===== config.mk =====
export PLATFORM = sky130hd
export DESIGN_NAME = up_wishbone_classic_master
export DESIGN_NICKNAME = d
export VERILOG_FILES = /design/src/rtl/up_wishbone_classic_master.sv
export SDC_FILE = /design/constraint.sdc
export NUM_CORES = 1
export LEC_CHECK = 0
export CORE_MARGIN = 5
export CORE_UTILIZATION = 43
export CTS_BUF_LIST = sky130_fd_sc_hd__clkbuf_8
export CTS_CLUSTER_SIZE = 16
export DETAILED_ROUTE_END_ITERATION = 10
export MAX_ROUTING_LAYER = met4
export PLACE_DENSITY_LB_ADDON = 0.05
export SYNTH_ARGS = -nofsm -noshare
export SYNTH_HDL_FRONTEND = slang
export SYNTH_SLANG_ARGS = --single-unit

===== constraint.sdc =====
create_clock -name clk -period 1.8 [get_ports clk]
set_input_delay 0.27 -clock clk [delete_from_list [all_inputs] [get_ports clk]]
set_output_delay 0.27 -clock clk [all_outputs]
set_load 0.01 [all_outputs]

===== src/rtl/up_wishbone_classic_master.sv =====
// Purpose: bridges the up_* register request bus onto a Wishbone Classic master (single, non-burst cycles).
// Latency: request pulse to up_*ack is 2 cycles with a zero-wait slave; each transfer is followed by BUS idle + IDLE.
// Backpressure: none toward the requester; one pending request per direction, cycles abort after TIMEOUT stb cycles.
//
// Ports:
//   clk, rstn                      - clock, asynchronous active-low reset
//   up_rreq/up_raddr               - read request pulse and word address
//   up_rack/up_rdata/up_rerr       - read done pulse, data and error (valid with up_rack)
//   up_wreq/up_waddr/up_wdata      - write request pulse, word address and data
//   up_wack/up_werr                - write done pulse and error (valid with up_wack)
//   m_wb_*                         - Wishbone Classic master port (cti/bte tied to classic, sel all ones)
module up_wishbone_classic_master #(
  parameter int ADDRESS_WIDTH = 16,
  parameter int BUS_WIDTH     = 4,
  parameter int TIMEOUT       = 255
) (
  input  logic                                          clk,
  input  logic                                          rstn,
  input  logic                                          up_rreq,
  input  logic [ADDRESS_WIDTH-$clog2(BUS_WIDTH)-1:0]    up_raddr,
  output logic                                          up_rack,
  output logic [BUS_WIDTH*8-1:0]                        up_rdata,
  output logic                                          up_rerr,
  input  logic                                          up_wreq,
  input  logic [ADDRESS_WIDTH-$clog2(BUS_WIDTH)-1:0]    up_waddr,
  input  logic [BUS_WIDTH*8-1:0]                        up_wdata,
  output logic                                          up_wack,
  output logic                                          up_werr,
  output logic                                          m_wb_cyc,
  output logic                                          m_wb_stb,
  output logic                                          m_wb_we,
  output logic [ADDRESS_WIDTH-1:0]                      m_wb_addr,
  output logic [BUS_WIDTH*8-1:0]                        m_wb_data_o,
  output logic [BUS_WIDTH-1:0]                          m_wb_sel,
  output logic [2:0]                                    m_wb_cti,
  output logic [1:0]                                    m_wb_bte,
  input  logic                                          m_wb_ack,
  input  logic [BUS_WIDTH*8-1:0]                        m_wb_data_i,
  input  logic                                          m_wb_err
);

  localparam int LSB = $clog2(BUS_WIDTH);
  localparam int WAW = ADDRESS_WIDTH - LSB;
  localparam int DW  = BUS_WIDTH * 8;
  localparam int CW  = $clog2(TIMEOUT + 1);
  // Counter value seen at the edge that closes the TIMEOUT-th stb cycle.
  localparam logic [CW-1:0] TO_LAST = CW'(TIMEOUT - 1);

  typedef enum logic [1:0] {
    IDLE = 2'd0,
    BUS  = 2'd1,
    DONE = 2'd2
  } state_t;

  state_t          state;
  logic            wr_pend;
  logic [WAW-1:0]  wr_addr;
  logic [DW-1:0]   wr_data;
  logic            rd_pend;
  logic [WAW-1:0]  rd_addr;
  logic [CW-1:0]   tmo_cnt;

  logic            bus_term;
  logic            bus_err;

  // A cycle ends on ack, err or timeout. Anything other than a clean ack
  // (err present, or neither ack nor err, i.e. timeout) reports an error.
  assign bus_term = m_wb_ack | m_wb_err | (tmo_cnt == TO_LAST);
  assign bus_err  = m_wb_err | ~m_wb_ack;

  assign m_wb_cti = 3'b000;
  assign m_wb_bte = 2'b00;

  always_ff @(posedge clk or negedge rstn) begin
    if (!rstn) begin
      state       <= IDLE;
      wr_pend     <= 1'b0;
      wr_addr     <= '0;
      wr_data     <= '0;
      rd_pend     <= 1'b0;
      rd_addr     <= '0;
      tmo_cnt     <= '0;
      up_rack     <= 1'b0;
      up_rerr     <= 1'b0;
      up_rdata    <= '0;
      up_wack     <= 1'b0;
      up_werr     <= 1'b0;
      m_wb_cyc    <= 1'b0;
      m_wb_stb    <= 1'b0;
      m_wb_we     <= 1'b0;
      m_wb_addr   <= '0;
      m_wb_data_o <= '0;
      m_wb_sel    <= '0;
    end else begin
      // Done/error strobes are single-cycle pulses.
      up_rack <= 1'b0;
      up_rerr <= 1'b0;
      up_wack <= 1'b0;
      up_werr <= 1'b0;

      case (state)
        IDLE: begin
          // Write has priority; a read pending alongside it waits its turn.
          if (wr_pend) begin
            state       <= BUS;
            wr_pend     <= 1'b0;
            tmo_cnt     <= '0;
            m_wb_cyc    <= 1'b1;
            m_wb_stb    <= 1'b1;
            m_wb_we     <= 1'b1;
            m_wb_addr   <= ADDRESS_WIDTH'(wr_addr) << LSB;
            m_wb_data_o <= wr_data;
            m_wb_sel    <= '1;
          end else if (rd_pend) begin
            state       <= BUS;
            rd_pend     <= 1'b0;
            tmo_cnt     <= '0;
            m_wb_cyc    <= 1'b1;
            m_wb_stb    <= 1'b1;
            m_wb_we     <= 1'b0;
            m_wb_addr   <= ADDRESS_WIDTH'(rd_addr) << LSB;
            m_wb_sel    <= '1;
          end
        end

        BUS: begin
          if (bus_term) begin
            state    <= DONE;
            m_wb_cyc <= 1'b0;
            m_wb_stb <= 1'b0;
            m_wb_we  <= 1'b0;
            m_wb_sel <= '0;
            if (m_wb_we) begin
              up_wack <= 1'b1;
              up_werr <= bus_err;
            end else begin
              up_rack  <= 1'b1;
              up_rerr  <= bus_err;
              up_rdata <= bus_err ? '0 : m_wb_data_i;
            end
          end else begin
            tmo_cnt <= tmo_cnt + 1'b1;
          end
        end

        // One mandatory cycle with cyc low between transfers.
        DONE: state <= IDLE;

        default: state <= IDLE;
      endcase

      // Request capture comes last so a pulse is never lost to a same-edge
      // clear of its latch.
      if (up_wreq) begin
        wr_pend <= 1'b1;
        wr_addr <= up_waddr;
        wr_data <= up_wdata;
      end
      if (up_rreq) begin
        rd_pend <= 1'b1;
        rd_addr <= up_raddr;
      end
    end
  end

endmodule


==> summary.txt, run 1 <==
Global route
  • Initial antenna violation count: 0
  • Vias in the first global route: 4364
  • First-pass GRT wire length: 22600 µm
  • Global route overflow: 0
  • Largest net degree at the start of global routing: 55
  • Overall Global Routing Usage: 17.8%

Route
  • DRT iter0 DRCs: 213
  • Residual DRC: 0
  • Routed length per instance: 17.1 µm
  • DRT Wirelength: 13900 µm
  • Vias per std cell: 4.98
  • Drt pass-1 iters: 4
  • Routed Antenna Nets: 0
  • DR vias: 4067

Clocking
  • CTS tree: done
  • CTS Buf Count: 17
  • CTS H-tree lvls: 4
  • Number of clock sinks: 156
  • Clk root buf: clkbuf_8
  • Clock buffer depth: 2
  • CTS clk-pin slew, worst paths: 80 ps
  • Clk Latency, worst-skew pair: 430 ps

Synth
  • Post-synth EDFFs: 0
  • Syn Inst Count: 424
  • Synthesized area: 6130 µm²
  • Seq/Total Area, Yosys: 63.7%
  • Avg Cell Area, Syn: 14.5 µm²
  • Top FF cell, synth: dfrtp_1
  • Share of flip-flops with an asynchronous set or reset: 100%
  • Yosys reg bits: 156
  • Distinct cells, synth: 41
  • Synthesis Warnings: 0

Hold path
  • Worst hold path type: input pin to asynchronous set/reset pin

Power and ir drop
  • Gate power share: 38.3%
  • Sw Pwr: 4.01 mW
  • Pleak: 3.87 nW
  • Total power: 13.9 mW
  • Register share of total power: 37.8%
  • Power per Cell Area: 1580 nW/µm²
  • Clk pwr share: 23.9%
  • Sw frac: 28.9%
  • VDD IR max: 0.000839 V
  • Int Pwr: 9.87 mW

Timing
  • Post-Route Skew: 7.33 ps
  • Fmax: 0.576 GHz
  • Final Hold Vio Count: 0
  • Setup WS post-layout: 63.0 ps
  • Crit share post-route: 96.5%
  • Count of final setup violators: 0
  • Fin crit period: 1740 ps
  • Setup TNS: 0 ps
  • Slew Viols, Final: 0
  • Hold WS: 255 ps
  • RSZ-0062 raised after global routing: true

Placement
  • Final HPWL DP: 9870 µm
  • Pre-CTS setup slack: -212 ps
  • Placer Congestion: 0.839
  • Buffers on Ports: 186

Critical path
  • Startpoint types: flip-flop
  • Crit path kind: flip-flop to flip-flop
  • Worst setup EP type: flip-flop
  • Reg2Reg Launch Point: tmo_cnt[0]$_DFFE_PN0P_
  • Crit path DAT: 2050 ps
  • Critical path origin: tmo_cnt[0]$_DFFE_PN0P_
  • Worst EP required: 2120 ps
  • CP Max Fanout: 34

Flow run
  • Max Cap Viol: 0

Floorplanning
  • Ports: 194
  • Die Wd: 129 µm
  • Die area: 16700 µm²
  • Row count: 43
  • Die height: 129 µm
  • Starting density of the core: 44.0%
  • Core Region: 13900 µm²

Finish
  • Commonest non-fill, non-tap cell in the layout: clkdlybuf4s50_1
  • Commonest cells after routing, fill and taps aside: 184 x clkdlybuf4s50_1, 155 x dfrtp_1, 87 x mux2_2
  • Layout area overhead: 43.8%
  • Antenna cells: 0
  • Nets: 724
  • Share of cells above drive strength 1: 24.2%
  • Filler instances: 1112

Status
  • Outcome: finished clean
-- per-layer routing --
metal | part of all wire, % | global-route usage (%) | up-vias
met2 | 45 | 26.2 | 161
li1 | - | - | 1891
met5 | 0 | - | -
met3 | 9.7 | 5.73 | 13
met1 | 44 | 23.5 | 2002
met4 | 1.4 | 6.11 | 0
-- final cells by class --
type / instances / area, µm² / share of cell area, %
sequential: 156 / 3910 / 44.3
timing repair buffer: 211 / 2120 / 24.1
multi-input combinational: 232 / 2020 / 22.9
clock inverter: 14 / 272 / 3.08
clock buffer: 18 / 248 / 2.81
tap: 180 / 225 / 2.56
inverter: 6 / 22.5 / 0.256
-- cell usage after synthesis (3+ instances only) --
master    number  area share, %
mux2i_1       14            2.3
a22o_1        35            5.0
inv_1          6           0.37
dfrtp_1      156             64
buf_2          4           0.33
nand2_1       19            1.2
and3_1         4           0.41
nor2_1         4           0.24
mux2_2        87             16
o21ai_0       22            1.8
nor3_1         3           0.24
clkbuf_1      14           0.86
buf_4         12            1.5
mux2_1         5           0.92
buf_8          3           0.73
nand3_1        5           0.41
-- final timing paths --
| kind | end | slack, ps | depth (start not counted) |
|---|---|---|---|
| setup / recovery | up_rdata[5]$_DFFE_PN0P_ | 60 | 7 |
| hold / removal | m_wb_data_o[11]$_DFFE_PN0P_ | 250 | 2 |
| setup reg to reg | up_rdata[5]$_DFFE_PN0P_ | 60 | 7 |
| hold reg to reg | m_wb_addr[7]$_DFFE_PN0P_ | 490 | 2 |
| max in group asynchronous | wr_data[9]$_DFFE_PN0P_ | 890 | 3 |
| min in group clk | wr_pend$_DFFE_PN0P_ | 410 | 3 |
-- flip-flops by register name, indices dropped and copies added (netlist names), 2 cells and up --
signal / count
tmo_cnt: 8
m_wb_addr: 14
m_wb_data_o: 32
up_rdata: 32
wr_data: 32
state: 2
wr_addr: 14
rd_addr: 14
-- what timing repair did --
action,CTS,global route
hold endpoints to repair,90,0
gates cloned,0,0
gates resized for setup,1,2
setup endpoints to repair,1,33
setup buffers,0,0
hold buffers,1,0
-- logic make-up (layout without fill, tap and decap cells) --
| group | Yosys count | after routing | share of synthesized area [%] |
|---|---|---|---|
| and+or+nand+nor | 47 | 47 | 3.80 |
| DFF | 156 | 156 | 63.7 |
| xor gates and xnor gates | 1 | 1 | 0.143 |
| muxes | 106 | 106 | 19.2 |
| AOI/OAI and AO/OA | 69 | 69 | 8.55 |
| buffers and inverters | 42 | 249 | 4.18 |
| adders and majority gates | 2 | 2 | 0.408 |
| other | 1 | 7 | 0.0612 |
-- power groups by stage --
stage	Combinational (mW)	Sequential [mW]	Clock, mW
floorplan	2.08	5.70	0
global placement	5.28	5.29	0
detailed placement	5.37	5.32	0
CTS	5.40	5.26	3.43
global route	5.75	5.42	3.58
finish	5.31	5.25	3.32
-- per-stage QoR --
stage               std cells  instance area [µm²]  util (%)
detailed placement        784                 8270      59.4
floorplan                 430                 6160         -
global route              817                 8810      63.2
global placement          784                 8270      59.4
CTS                       817                 8800      63.2
finish                    817                 8810      63.2
-- worst max-delay path, cell delays in order, from the launching register on --
cell,delay [ps]
dfrtp_1,380
inv_1,60
ha_1,130
and3_4,210
a211oi_4,70
or3_4,340
buf_12,180
a22o_1,250
Power figures use the tool's default switching activity.
==> inputs of run 2 (changes only) <==
CTS_CLUSTER_DIAMETER = 30   (was default)
PLACE_DENSITY = 0.78   (was default)
PLACE_DENSITY_LB_ADDON = default   (was 0.05)
==> summary.txt, run 2 (same netlist as run 1, synthesis figures left out) <==
Finish
  • Nets: 727
  • Antenna cells: 0
  • Filler instances: 1034
  • Commonest non-fill, non-tap cell in the layout: clkdlybuf4s50_1
  • Sequential Area: 3910 µm²
  • Finished Cell Area: 8800 µm²
  • Commonest cells after routing, fill and taps aside: 183 x clkdlybuf4s50_1, 154 x dfrtp_1, 87 x mux2_2
  • Multi-input logic area: 2010 µm²
  • Layout area overhead: 43.5%
  • Largest regs: m_wb_data_o: 32 flops, up_rdata: 32 flops, wr_data: 32 flops
  • Post-layout util: 63.1%
  • Share of cells above drive strength 1: 24.5%

Critical path
  • Crit path kind: flip-flop to flip-flop
  • CP Max Fanout: 17
  • Worst EP required: 2120 ps
  • CP cell instances: inv_1, ha_1, and3_4, a211oi_4, or3_4, clkbuf_16, a22o_1
  • CP top delay family: simple AND/OR/NAND/NOR gates
  • Reg2Reg Launch Point: tmo_cnt[0]$_DFFE_PN0P_
  • Crit path DAT: 2080 ps
  • Worst path slowest cell: dfrtp_1
  • Worst setup EP type: flip-flop
  • Startpoint types: flip-flop
  • Worst r2r dst: up_rdata[0]$_DFFE_PN0P_
  • Bufs and invs on worst path: 2
  • Reg2Reg Setup Slack: 40 ps
  • Crit-path max cell delay: 390 ps
  • Reg2Reg Depth: 7
  • CP Depth: 7

Power and ir drop
  • VDD IR max: 0.000830 V
  • Power per Cell Area: 1560 nW/µm²
  • Sw frac: 30.0%
  • Sw Pwr: 4.11 mW
  • Clk pwr share: 21.9%
  • Total power: 13.7 mW
  • Pleak: 3.88 nW
  • Gate power share: 39.4%
  • Int Pwr: 9.58 mW
  • Register share of total power: 38.6%

Timing
  • Setup TNS: 0 ps
  • Fin crit period: 1760 ps
  • Count of final setup violators: 0
  • RSZ-0062 raised after global routing: true
  • Fmax: 0.569 GHz
  • Post-Route Skew: 9.91 ps
  • Crit share post-route: 97.6%
  • Final Hold Vio Count: 0
  • Setup WS post-layout: 43.4 ps
  • Slew Viols, Final: 0

Floorplanning
  • Die area: 16700 µm²
  • Die height: 129 µm
  • Die Wd: 129 µm
  • Ports: 194
  • Core Region: 13900 µm²
  • Starting density of the core: 44.0%
  • Row count: 43

Placement
  • Buffers on Ports: 186
  • Placer Congestion: 0.945
  • Final HPWL DP: 10200 µm
  • Pre-CTS setup slack: -143 ps
  • DP Area: 8290 µm²

Global route
  • First-pass GRT wire length: 23100 µm
  • Vias in the first global route: 4513
  • Overall Global Routing Usage: 18.1%
  • Global route overflow: 0
  • Initial antenna violation count: 0
  • Largest net degree at the start of global routing: 65

Route
  • Routed wire length on met2: 7010 µm
  • Residual DRC: 0
  • DR WL met3: 1310 µm
  • DRT Wirelength: 14300 µm
  • Drt pass-1 iters: 4
  • Routed Antenna Nets: 0
  • Top layer in use: met4
  • Routed length per instance: 17.4 µm
  • Vias per std cell: 5.07
  • Metal-1 WL: 5780 µm
  • DRT iter0 DRCs: 194
  • DR vias: 4154

Clocking
  • Clk Latency, worst-skew pair: 440 ps
  • Clk root buf: clkbuf_8
  • Number of clock sinks: 156
  • Clock buffer depth: 2
  • CTS clk-pin slew, worst paths: 80 ps
  • CTS tree: done
  • CTS H-tree lvls: 4
  • CTS Buf Count: 17
  • Post-CTS setup buffer count: 0

Status
  • Outcome: finished clean

Hold path
  • Worst hold path type: input pin to asynchronous set/reset pin

Flow run
  • Max Cap Viol: 0
## run 2: repair_timing
| item | in CTS | in global routing |
|---|---|---|
| endpoints found under the setup margin | 6 | 16 |
| endpoints found under the hold margin | 40 | 0 |
| gates resized for setup | 1 | 3 |
| gates cloned | 0 | 1 |
| pin swaps | 0 | 1 |
| hold buffers | 1 | 0 |
## run 2: worst max path at each step
stage	start	slack [ps]	to
floorplan	tmo_cnt[0]$_DFFE_PN0P_	10	up_rdata[0]$_DFFE_PN0P_
global placement	m_wb_ack	-120	tmo_cnt[5]$_DFFE_PN0P_
detailed placement	m_wb_ack	-140	tmo_cnt[5]$_DFFE_PN0P_
CTS	tmo_cnt[0]$_DFFE_PN0P_	30	up_rdata[14]$_DFFE_PN0P_
global route	tmo_cnt[0]$_DFFE_PN0P_	-2	up_rdata[0]$_DFFE_PN0P_
finish	tmo_cnt[0]$_DFFE_PN0P_	40	up_rdata[0]$_DFFE_PN0P_
## run 2: metal layers
metal  up-vias  GRT usage (%)
li1       1899              -
met1      2066           22.2
met2       170           29.1
met3        19           5.98
met4         0           5.00
met5         -              -
## run 2: worst reg2reg max path: stages (launching register included)
cell and delay (ps):
dfrtp_1 390, inv_1 60, ha_1 130, and3_4 210, a211oi_4 70, or3_4 370, clkbuf_16 190, a22o_1 240
## run 2: power groups by stage
stage                     clock network [mW]  logic (mW)  registers, mW
after floorplan                            0        2.08           5.70
after global placement                     0        5.24           5.30
after detailed placement                   0        5.40           5.35
after CTS                               3.08        5.43           5.30
after global routing                    3.21        5.81           5.43
final                                   3.00        5.40           5.29
## run 2: per-stage QoR
step / hold slack, ps / instances
2_1_floorplan: -25.6 / 430
6_report: 313 / 820
4_1_cts: 300 / 819
3_5_place_dp: 218 / 786
5_1_grt: 320 / 820
3_3_place_gp: 213 / 786
## run 2: layout make-up
class                           count  share of cell area [%]
Multi-Input combinational cell    232                    22.9
Timing Repair Buffer              214                    24.6
Clock buffer                       20                    3.13
Tap cell                          180                    2.56
Inverter                            6                   0.256
Clock inverter                     12                    2.19
Sequential cell                   156                    44.4
==> inputs of run 3 (changes only) <==
--- a/config.mk
+++ b/config.mk
@@ -12,4 +12,5 @@
 export CTS_CLUSTER_SIZE = 16
 export DETAILED_ROUTE_END_ITERATION = 10
+export GPL_ROUTABILITY_DRIVEN = 0
 export MAX_ROUTING_LAYER = met4
 export PLACE_DENSITY = 0.78
==> constraint.sdc (replaced) <==
create_clock -name clk -period 1.8 [get_ports clk]
set_input_delay 0.27 -clock clk [delete_from_list [all_inputs] [get_ports clk]]
set_output_delay 0.27 -clock clk [all_outputs]
set_load 0.005 [all_outputs]
==> summary.txt, run 3 (same netlist as run 1, synthesis figures left out) <==
Route
  • DRT Wirelength: 14400 µm
  • Routed length per instance: 17.4 µm
  • DRT iter0 DRCs: 205
  • Vias per std cell: 5.12
  • Residual DRC: 0
  • Routed Antenna Nets: 0
  • Drt pass-1 iters: 4
  • DR vias: 4212

Status
  • Outcome: finished clean

Global route
  • First-pass GRT wire length: 22900 µm
  • Global route overflow: 0
  • Overall Global Routing Usage: 18.1%
  • Vias in the first global route: 4498
  • Initial antenna violation count: 0
  • Largest net degree at the start of global routing: 63

Clocking
  • Clk Latency, worst-skew pair: 450 ps
  • CTS Buf Count: 17
  • Clk root buf: clkbuf_8
  • CTS H-tree lvls: 4
  • Clock buffer depth: 2
  • Number of clock sinks: 156
  • CTS clk-pin slew, worst paths: 80 ps
  • CTS tree: done

Timing
  • Fmax: 0.558 GHz
  • Final Hold Vio Count: 0
  • Slew Viols, Final: 0
  • Fin crit period: 1790 ps
  • Setup WS post-layout: 6.96 ps
  • Crit share post-route: 99.6%
  • RSZ-0062 raised after global routing: true
  • Count of final setup violators: 0
  • Post-Route Skew: 9.06 ps

Floorplanning
  • Ports: 194
  • Die height: 129 µm
  • Starting density of the core: 44.0%
  • Row count: 43
  • Core Region: 13900 µm²
  • Die area: 16700 µm²
  • Die Wd: 129 µm

Flow run
  • Max Cap Viol: 0

Finish
  • Commonest non-fill, non-tap cell in the layout: clkdlybuf4s50_1
  • Layout area overhead: 42.6%
  • Nets: 730
  • Share of cells above drive strength 1: 24.6%
  • Non-Filler Instances: 823
  • Antenna cells: 0
  • Largest regs: m_wb_data_o: 32 flops, up_rdata: 32 flops, wr_data: 32 flops
  • Commonest cells after routing, fill and taps aside: 184 x clkdlybuf4s50_1, 154 x dfrtp_1, 87 x mux2_2

Placement
  • Pre-CTS setup slack: -195 ps
  • Buffers on Ports: 186
  • Final HPWL DP: 10100 µm
  • Dpl cells: 786

Power and ir drop
  • Pleak: 3.84 nW
  • Power per Cell Area: 1470 nW/µm²
  • VDD IR max: 0.000668 V

Critical path
  • Startpoint types: flip-flop
  • Crit path kind: flip-flop to flip-flop
  • Crit path DAT: 2120 ps
  • Worst EP required: 2130 ps
  • CP Max Fanout: 9
  • Worst setup EP type: flip-flop

Hold path
  • Worst hold path type: input pin to asynchronous set/reset pin
==> run 3: changes by cell type in the layout (fill, tap and decap cells not counted), moves of 2 or more <==
cell / previous run / this run
bufinv_16: 5 / 2
clkinvlp_4: 2 / 5
buf_4: 20 / 22
inv_1: 7 / 9
==> run 3: worst max-delay path: stages, from the launching register on <==
cell	delay [ps]
dfrtp_1	390
inv_1	60
ha_1	150
and3_4	220
a211oi_4	60
or3_4	380
clkbuf_16	190
a22o_1	230
==> run 3: final timing paths <==
| path | slack [ps] | cells past startpoint | from | to |
|---|---|---|---|---|
| setup / recovery | 7 | 7 | tmo_cnt[0]$_DFFE_PN0P_ | up_rdata[17]$_DFFE_PN0P_ |
| hold / removal | 300 | 2 | rstn | m_wb_data_o[7]$_DFFE_PN0P_ |
| setup reg to reg | 7 | 7 | tmo_cnt[0]$_DFFE_PN0P_ | up_rdata[17]$_DFFE_PN0P_ |
| hold reg to reg | 480 | 2 | m_wb_addr[4]$_DFFE_PN0P_ | m_wb_addr[4]$_DFFE_PN0P_ |
| max in group asynchronous | 830 | 3 | rstn | wr_data[27]$_DFFE_PN0P_ |
| min in group clk | 380 | 3 | up_wreq | wr_pend$_DFFE_PN0P_ |
==> run 3: repair_timing <==
action | in CTS | in global routing
resized for setup | 2 | 1
pin swaps | 0 | 0
cloned | 0 | 2
endpoints found under the hold margin | 33 | 0
hold buffers | 1 | 0
setup buffers | 0 | 2
endpoints found under the setup margin | 7 | 33
==> run 3: layer usage <==
layer / wire [µm] / GRT usage [%]
met1: 5960 / 22.0
met2: 6940 / 28.9
met3: 1190 / 5.40
met4: 267 / 6.11
met5: 0 / -
==> run 3: final cells by class <==
cell class	instances	area [µm²]
well taps	180	225
inverters	6	22.5
flip-flops and latches	156	3910
multi-input cells	232	2010
repair buffers	217	2190
clock inverters	13	128
fillers	1067	5190
clock buffers	19	262
==> run 3: report_power, final <==
part           leakage, nW  internal [mW]  switching, mW  total [mW]
combinational         1.74           3.20           1.80        5.00
sequential            1.91           4.64          0.669        5.31
clock                0.194           1.28           1.26        2.55
total                 3.84           9.12           3.73        12.9
==> run 3: metrics by stage <==
step	TNS, ps	area [µm²]	hold WS (ps)	power, mW	util (%)
floorplan	0	6160	-25.6	7.40	-
global placement	-784	8290	188	10.2	59.5
detailed placement	-1880	8290	192	10.3	59.5
CTS	0	8690	265	12.9	62.4
global route	-892	8740	298	13.7	62.8
finish	0	8740	298	12.9	62.8
